**config.mk**
```make
export PLATFORM = sky130hd
export DESIGN_NAME = modulation_config_scheduler
export DESIGN_NICKNAME = d
export VERILOG_FILES = /design/src/rtl/modulation_config_scheduler.sv
export SDC_FILE = /design/constraint.sdc
export NUM_CORES = 1
export LEC_CHECK = 0
export CAP_MARGIN = 20
export CORE_MARGIN = 4
export CORE_UTILIZATION = 30
export DETAILED_ROUTE_END_ITERATION = 6
export PLACE_DENSITY_LB_ADDON = 0.12
export SKIP_LAST_GASP = 1
export SYNTH_ARGS = -nofsm -noshare
export SYNTH_HDL_FRONTEND = slang
export SYNTH_SLANG_ARGS = --single-unit
```
**constraint.sdc**
```tcl
create_clock -name CLK -period 10.6 [get_ports CLK]
set_clock_uncertainty 0.2 [all_clocks]
set_input_delay 3.18 -clock CLK [delete_from_list [all_inputs] [get_ports CLK]]
set_output_delay 3.18 -clock CLK [all_outputs]
set_load 0.005 [all_outputs]
```
**src/rtl/modulation_config_scheduler.sv**
```systemverilog
// Configuration update sequencer for modulation_sampler: holds live CYCLE_M / FREQ_DIV_M / SEGMENT,
// commits a validated pending request immediately, at loop wrap, or at SYS_TIME, then masks settling.
module modulation_config_scheduler #(
  parameter logic [31:0] MinFreqDiv      = 32'd512,
  parameter int unsigned SettleCycles    = 134,
  parameter logic [15:0] DefaultCycleM   = 16'd1,
  parameter logic [31:0] DefaultFreqDivM = 32'd40960
) (
  input  logic        CLK,
  input  logic        RST,
  input  logic [63:0] SYS_TIME,
  input  logic [15:0] IDX,
  input  logic        UPDATE,
  input  logic [15:0] NEW_CYCLE_M,
  input  logic [31:0] NEW_FREQ_DIV_M,
  input  logic        NEW_SEGMENT,
  input  logic [1:0]  MODE,
  input  logic [63:0] TRANSITION_TIME,
  output logic [15:0] CYCLE_M,
  output logic [31:0] FREQ_DIV_M,
  output logic        SEGMENT,
  output logic        BUSY,
  output logic        SETTLING,
  output logic        DONE,
  output logic        ERR,
  output logic        LATE
);

  localparam int CntW = (SettleCycles > 2) ? $clog2(SettleCycles) : 1;

  typedef enum logic [1:0] {
    IDLE   = 2'd0,
    WAIT   = 2'd1,
    SETTLE = 2'd2
  } state_t;

  state_t state, next_state;

  logic [15:0]     cycle_m, pend_cycle_m;
  logic [31:0]     freq_div_m, pend_freq_div_m;
  logic            segment, pend_segment;
  logic [1:0]      pend_mode;
  logic [63:0]     pend_time;
  logic [15:0]     idx_prev;
  logic [CntW-1:0] settle_cnt;
  logic            done, err, late;
  logic            accept, reject, commit;

  // NOTE: state registers use non-blocking assignments so every flop samples pre-edge values.
  always_ff @(posedge CLK or posedge RST) begin
    if (RST) state <= IDLE;
    else     state <= next_state;
  end

  // NOTE: every output of this block is defaulted first so no path leaves one unassigned (no latch).
  always_comb begin
    next_state = state;
    accept     = 1'b0;
    reject     = 1'b0;
    commit     = 1'b0;
    unique case (state)
      IDLE: begin
        if (UPDATE) begin
          if (MODE == 2'd3 || NEW_FREQ_DIV_M < MinFreqDiv) begin
            reject = 1'b1;
          end else begin
            accept     = 1'b1;
            next_state = WAIT;
          end
        end
      end
      WAIT: begin
        reject = UPDATE;
        // A late MODE=2 target already satisfies the compare, so it commits on the first WAIT cycle.
        case (pend_mode)
          2'd0:    commit = 1'b1;
          2'd1:    commit = (idx_prev == cycle_m) && (IDX == 16'd0);
          2'd2:    commit = (SYS_TIME >= pend_time);
          default: commit = 1'b1;
        endcase
        if (commit) next_state = SETTLE;
      end
      SETTLE: begin
        reject = UPDATE;
        if (settle_cnt == '0) next_state = IDLE;
      end
      default: next_state = IDLE;
    endcase
  end

  always_ff @(posedge CLK or posedge RST) begin
    if (RST) begin
      cycle_m         <= DefaultCycleM;
      freq_div_m      <= DefaultFreqDivM;
      segment         <= 1'b0;
      pend_cycle_m    <= DefaultCycleM;
      pend_freq_div_m <= DefaultFreqDivM;
      pend_segment    <= 1'b0;
      pend_mode       <= 2'd0;
      pend_time       <= '0;
      idx_prev        <= '0;
      settle_cnt      <= '0;
      done            <= 1'b0;
      err             <= 1'b0;
      late            <= 1'b0;
    end else begin
      idx_prev <= IDX;
      done     <= commit;
      err      <= reject;
      if (accept) begin
        pend_cycle_m    <= NEW_CYCLE_M;
        pend_freq_div_m <= NEW_FREQ_DIV_M;
        pend_segment    <= NEW_SEGMENT;
        pend_mode       <= MODE;
        pend_time       <= TRANSITION_TIME;
        late            <= (MODE == 2'd2) && (SYS_TIME >= TRANSITION_TIME);
      end
      if (commit) begin
        cycle_m    <= pend_cycle_m;
        freq_div_m <= pend_freq_div_m;
        segment    <= pend_segment;
        settle_cnt <= CntW'(SettleCycles - 1);
      end else if (state == SETTLE && settle_cnt != '0) begin
        settle_cnt <= settle_cnt - 1'b1;
      end
    end
  end

  assign CYCLE_M    = cycle_m;
  assign FREQ_DIV_M = freq_div_m;
  assign SEGMENT    = segment;
  assign BUSY       = (state != IDLE);
  assign SETTLING   = (state == SETTLE);
  assign DONE       = done;
  assign ERR        = err;
  assign LATE       = late;

endmodule
```
Word level (Yosys, flattened, before mapping). Index checks and enable logic that the tools add are counted.

Output and inout port bits: 54. Logic and storage cells: 57. Register bits: 193. Input port bits: 198.

Equality and inequality tests: 11. Add/sub/neg operators: 1. Order comparisons: 3. Reductions and logical operators: 12. Muxes and demuxes: 16.

Operator list (number): 64-bit greater-or-equal comparator (2); 32-bit by 10-bit < comparator with 1-bit output (second input constant) (1); 16-bit equality test (1); 16-bit zero test (1); 8-bit two-way mux (2); 2-bit equality test (second input constant) (4); 8-bit zero test (1); 2-bit two-way mux (4); 8-bit nonzero test (1); 8-bit by 1-bit subtractor with 8-bit output (second input constant) (1); 1-bit two-way mux (7); 2-bit != test (second input constant) (3); 2-bit one-hot mux with 3 select lines (1); 2-bit by 1-bit equality test with 1-bit output (second input constant) (2); 1-bit one-hot mux with 2 select lines (2); 4-bit AND reduction (1); 2-bit nonzero test (2); 1-bit logical AND (3); 2-bit zero test (1); 2-bit by 1-bit != test with 1-bit output (second input constant) (1); 2-bit OR reduction (1); 1-bit logical OR (1).

Longest topological paths before layout.
Depth in word-level cells: 6. Depth in mapped cells: 11.

Worst setup path after synthesis. Ideal clock, no wire load.

Path kind: in2reg. Start: in SYS_TIME[62]. End: reg freq_div_m[10], in the netlist FREQ_DIV_M[10]. Stages on the path: 10. Setup slack: 4.998 ns. Data required time: 10.275 ns. Arrival: 5.277 ns. Buffers on the path: 2. Cells stage by stage: ha_1 > nand4_1 > nor4_4 > and4_1 > nand2_1 > a2bb2oi_2 > a21oi_4 > buf_6 > buf_8 > mux2_4.

Longest elaborated chain between the ends: 4.

RTL lines: start: declaration (RTL line 11) `input logic [63:0] SYS_TIME,`; 64-bit greater-or-equal comparator (RTL line 78) `2'd2: commit = (SYS_TIME >= pend_time);`; 1-bit one-hot mux with 2 select lines (RTL line 75) `case (pend_mode)`; 1-bit two-way mux (2 in a row) (RTL line 61) `unique case (state)`; end signal: assignment (RTL line 94) `freq_div_m <= DefaultFreqDivM;`; end signal: assignment (RTL line 120) `freq_div_m <= pend_freq_div_m;`; end: declaration (RTL line 40) `logic [31:0] freq_div_m, pend_freq_div_m;`.

Every way passes these cells. The select of a mux whose other input is x is not followed. A chain may end at the register's enable or synchronous reset.

Final worst setup path.
Start: in SYS_TIME[62]. End: reg freq_div_m[28], in the netlist FREQ_DIV_M[28].

The elaborated chain is that of the path after synthesis.

==> flow_summary.toml <==
[placement]
hpwl_um = 21350
io_buffer_count = 251
gp_congestion = 0.8162

[timing]
slew_headroom_pct = 35.66
maxSlewViolCount = 0
setup_viol = 0
final_hold_viol_count = 0
worst_pin_slew_ps = 965.1
rsz0062_at_grt = "false"
min_period_ps = 6411
fin_setup_tns_ps = 0
period_share_pct = 60.49
max_freq_mhz = 156.0

[yosys]
synth_seq_cells = 193
async_reset_ff_share_pct = 100.0
ys.flop_type = "dfrtp_1"
yosys.area_share.xor_xnor_pct = 1.886
syn-num-nets = 1339
synthSimpleGateAreaFrac_pct = 8.975
synth_edf_count = 0
syn_avg_cell_area_um2 = 10.64
yosysSeqAreaShare_pct = 45.30
synth_top_family_by_area = "adder cells"
ys_types = 58
synth_fa_ha_area_share_pct = 16.05
synth-compound-area-share_pct = 10.52
syn_area_um2 = 10680
synthMuxAreaShare_pct = 11.13
ys_warn_count = 0
synthCells = 1004

[route]
wl_per_cell_um = 16.17
met1Wirelength_um = 12840
drc = 0
top_layer = "met5"
drtPass1Iterations = 5
finalWirelength_um = 27850
drtIter0Drc = 218
dr_wl_met3_um = 2259
antenna_left = 0
viasPerCell = 4.579
routed-via-count = 7889
wl_met2_um = 12340

[grt]
track_usage_pct = 14.53
grt_first_pass_wirelength_um = 44460
antenna_found_initial = 5
grt_max_degree = 116
overflow = 0
grt_pass1_vias = 8297

[cts]
ctsResizeCount = 0
clock-sinks = 193
cts_tree = "yes"
clock_path_buffers = 2
cts_root_buf = "clkbuf_16"
htree_levels = 4
cts.clk_slew.worst_paths_ps = 70
insertion_delay_ps = 440
hold_buffers = 0
postCtsSetupBuffers = 0
cts_made_buffers = 17

[flow_run]
cap_violations = 0

[setup_path]
start_kind = "input pin"
r2r_slack_ps = 7020
slowest_stage = "buf_4"
worst-path-buf-inv = 2
slowest_delay_ps = 660
crit_arrival_ps = 6540
cp_top_family = "buffers and inverters"
critical_path_class = "in2reg"
cp-end-kind = "register"
crit_fanout = 58
cp.required_ps = 10730
cp_cell_sequence = "clkdlybuf4s50_1 -> ha_1 -> nand4_1 -> nor4_4 -> and4_1 -> nand2_1 -> a2bb2oi_2 -> a21oi_4 -> buf_4 -> mux2_2"

[pwr]
peakVddDrop_mv = 0.1121
power.density_nw_per_um2 = 111.9
p_leak_nw = 6.610
total_power_mw = 1.602

[floorplan]
die-width_um = 196.7
die_height_um = 196.7
fp-row-count = 68
coreArea_um2 = 34800
ioPinCount = 252
die_area_um2 = 38680
start_util_pct = 30.69

[layout]
final_common_cell = "clkdlybuf4s50_1"
final_util_pct = 41.13
nets = 1589
final_layout_size_suffix_gt1_share_pct = 12.08
layout_common_cells = "clkdlybuf4s50_1, dfrtp_1, inv_1"
syn_to_final_growth_pct = 34.04

[status]
status = "finished clean"

[min_path]
min_path_type = "reg2reg"
## layer usage
| metal | vias up | track usage, % |
|---|---|---|
| met1 | 3702 | 18.94 |
| li1 | 3969 | - |
| met3 | 28 | 5.863 |
| met4 | 10 | 3.518 |
| met2 | 180 | 22.78 |
| met5 | - | 0 |
## where the power goes
group | leakage [nW] | internal [mW] | switching [mW] | total, mW
logic | 3.71 | 0.106 | 0.0869 | 0.193
clock network | 0.290 | 0.357 | 0.312 | 0.669
registers | 2.61 | 0.739 | 0.00129 | 0.740
## Yosys cell counts (2+ instances only)
library cell / n / share of area [%]
a21o_1: 15 / 1.1
a31oi_1: 4 / 0.23
nor2_1: 22 / 0.77
xor2_1: 15 / 1.2
clkbuf_1: 19 / 0.67
o31ai_1: 2 / 0.14
o211ai_1: 2 / 0.14
xnor2_1: 8 / 0.66
ha_1: 137 / 16
nand4_1: 24 / 1.4
mux2_4: 11 / 1.5
a211o_1: 2 / 0.16
a211oi_1: 5 / 0.35
o211ai_2: 2 / 0.23
nor3_1: 12 / 0.56
buf_6: 2 / 0.21
mux2_2: 90 / 9.5
o21ai_0: 78 / 3.7
dfstp_2: 6 / 1.5
nand2b_1: 6 / 0.35
and4_1: 4 / 0.33
dfrtp_1: 187 / 44
nand3_1: 13 / 0.61
a21oi_1: 46 / 2.2
inv_1: 141 / 5.0
o21a_1: 6 / 0.42
buf_2: 2 / 0.094
nand2_1: 98 / 3.4
nor4_1: 14 / 0.82
a2111oi_0: 3 / 0.25
## flip-flops by register name, indices dropped and copies added (netlist names), 2 cells and up
name and flops:
idx_prev 16, state 2, pend_mode 2, pend_freq_div_m 32, CYCLE_M 16, FREQ_DIV_M 32, pend_time 64, pend_cycle_m 16
settle_cnt 8
## area by class of cell
class	instances	area [um^2]
multi-input combinational	645	5199
clock inverter	14	170.2
clock buffer	18	429.2
tap	455	569.3
sequential	193	4837
antenna	1	2.502
fill	3419	20480
inverter	141	536.8
timing repair buffer	256	2570
## path summary, 6_finish.rpt
path	depth (start not counted)	to	startpoint
max	10	FREQ_DIV_M[28]	SYS_TIME[62]
min	2	pend_time[55]	pend_time[55]
max reg2reg	10	FREQ_DIV_M[28]	pend_time[58]
min reg2reg	2	pend_time[55]	pend_time[55]
max in group asynchronous	4	pend_freq_div_m[15]	RST
min in group asynchronous	2	pend_time[40]	RST
## worst min-delay path, stage by stage, from the launching register on
cell     delay (ps)
dfrtp_1         340
nand2_1          50
o21ai_0          60
## through the flow
stage / instances / area, um^2 / hold slack (ps) / setup slack, ps
floorplan: 1004 / 10680 / 249.8 / 1974
global route: 1722 / 14310 / 298.6 / 4037
finish: 1723 / 14310 / 281.6 / 4189
CTS: 1721 / 14280 / 288.2 / 4130
detailed placement: 1689 / 13680 / 272.2 / 3645
global placement: 1689 / 13680 / 264.7 / 3679
## cell families after synthesis
group                      Yosys count
AOI/OAI and AO/OA                  182
muxes                              102
and+or+nand+nor                    201
adders and majority gates          137
buffers and inverters              166
xor gates and xnor gates            23
DFF                                193
Power figures use the tool's default switching activity.
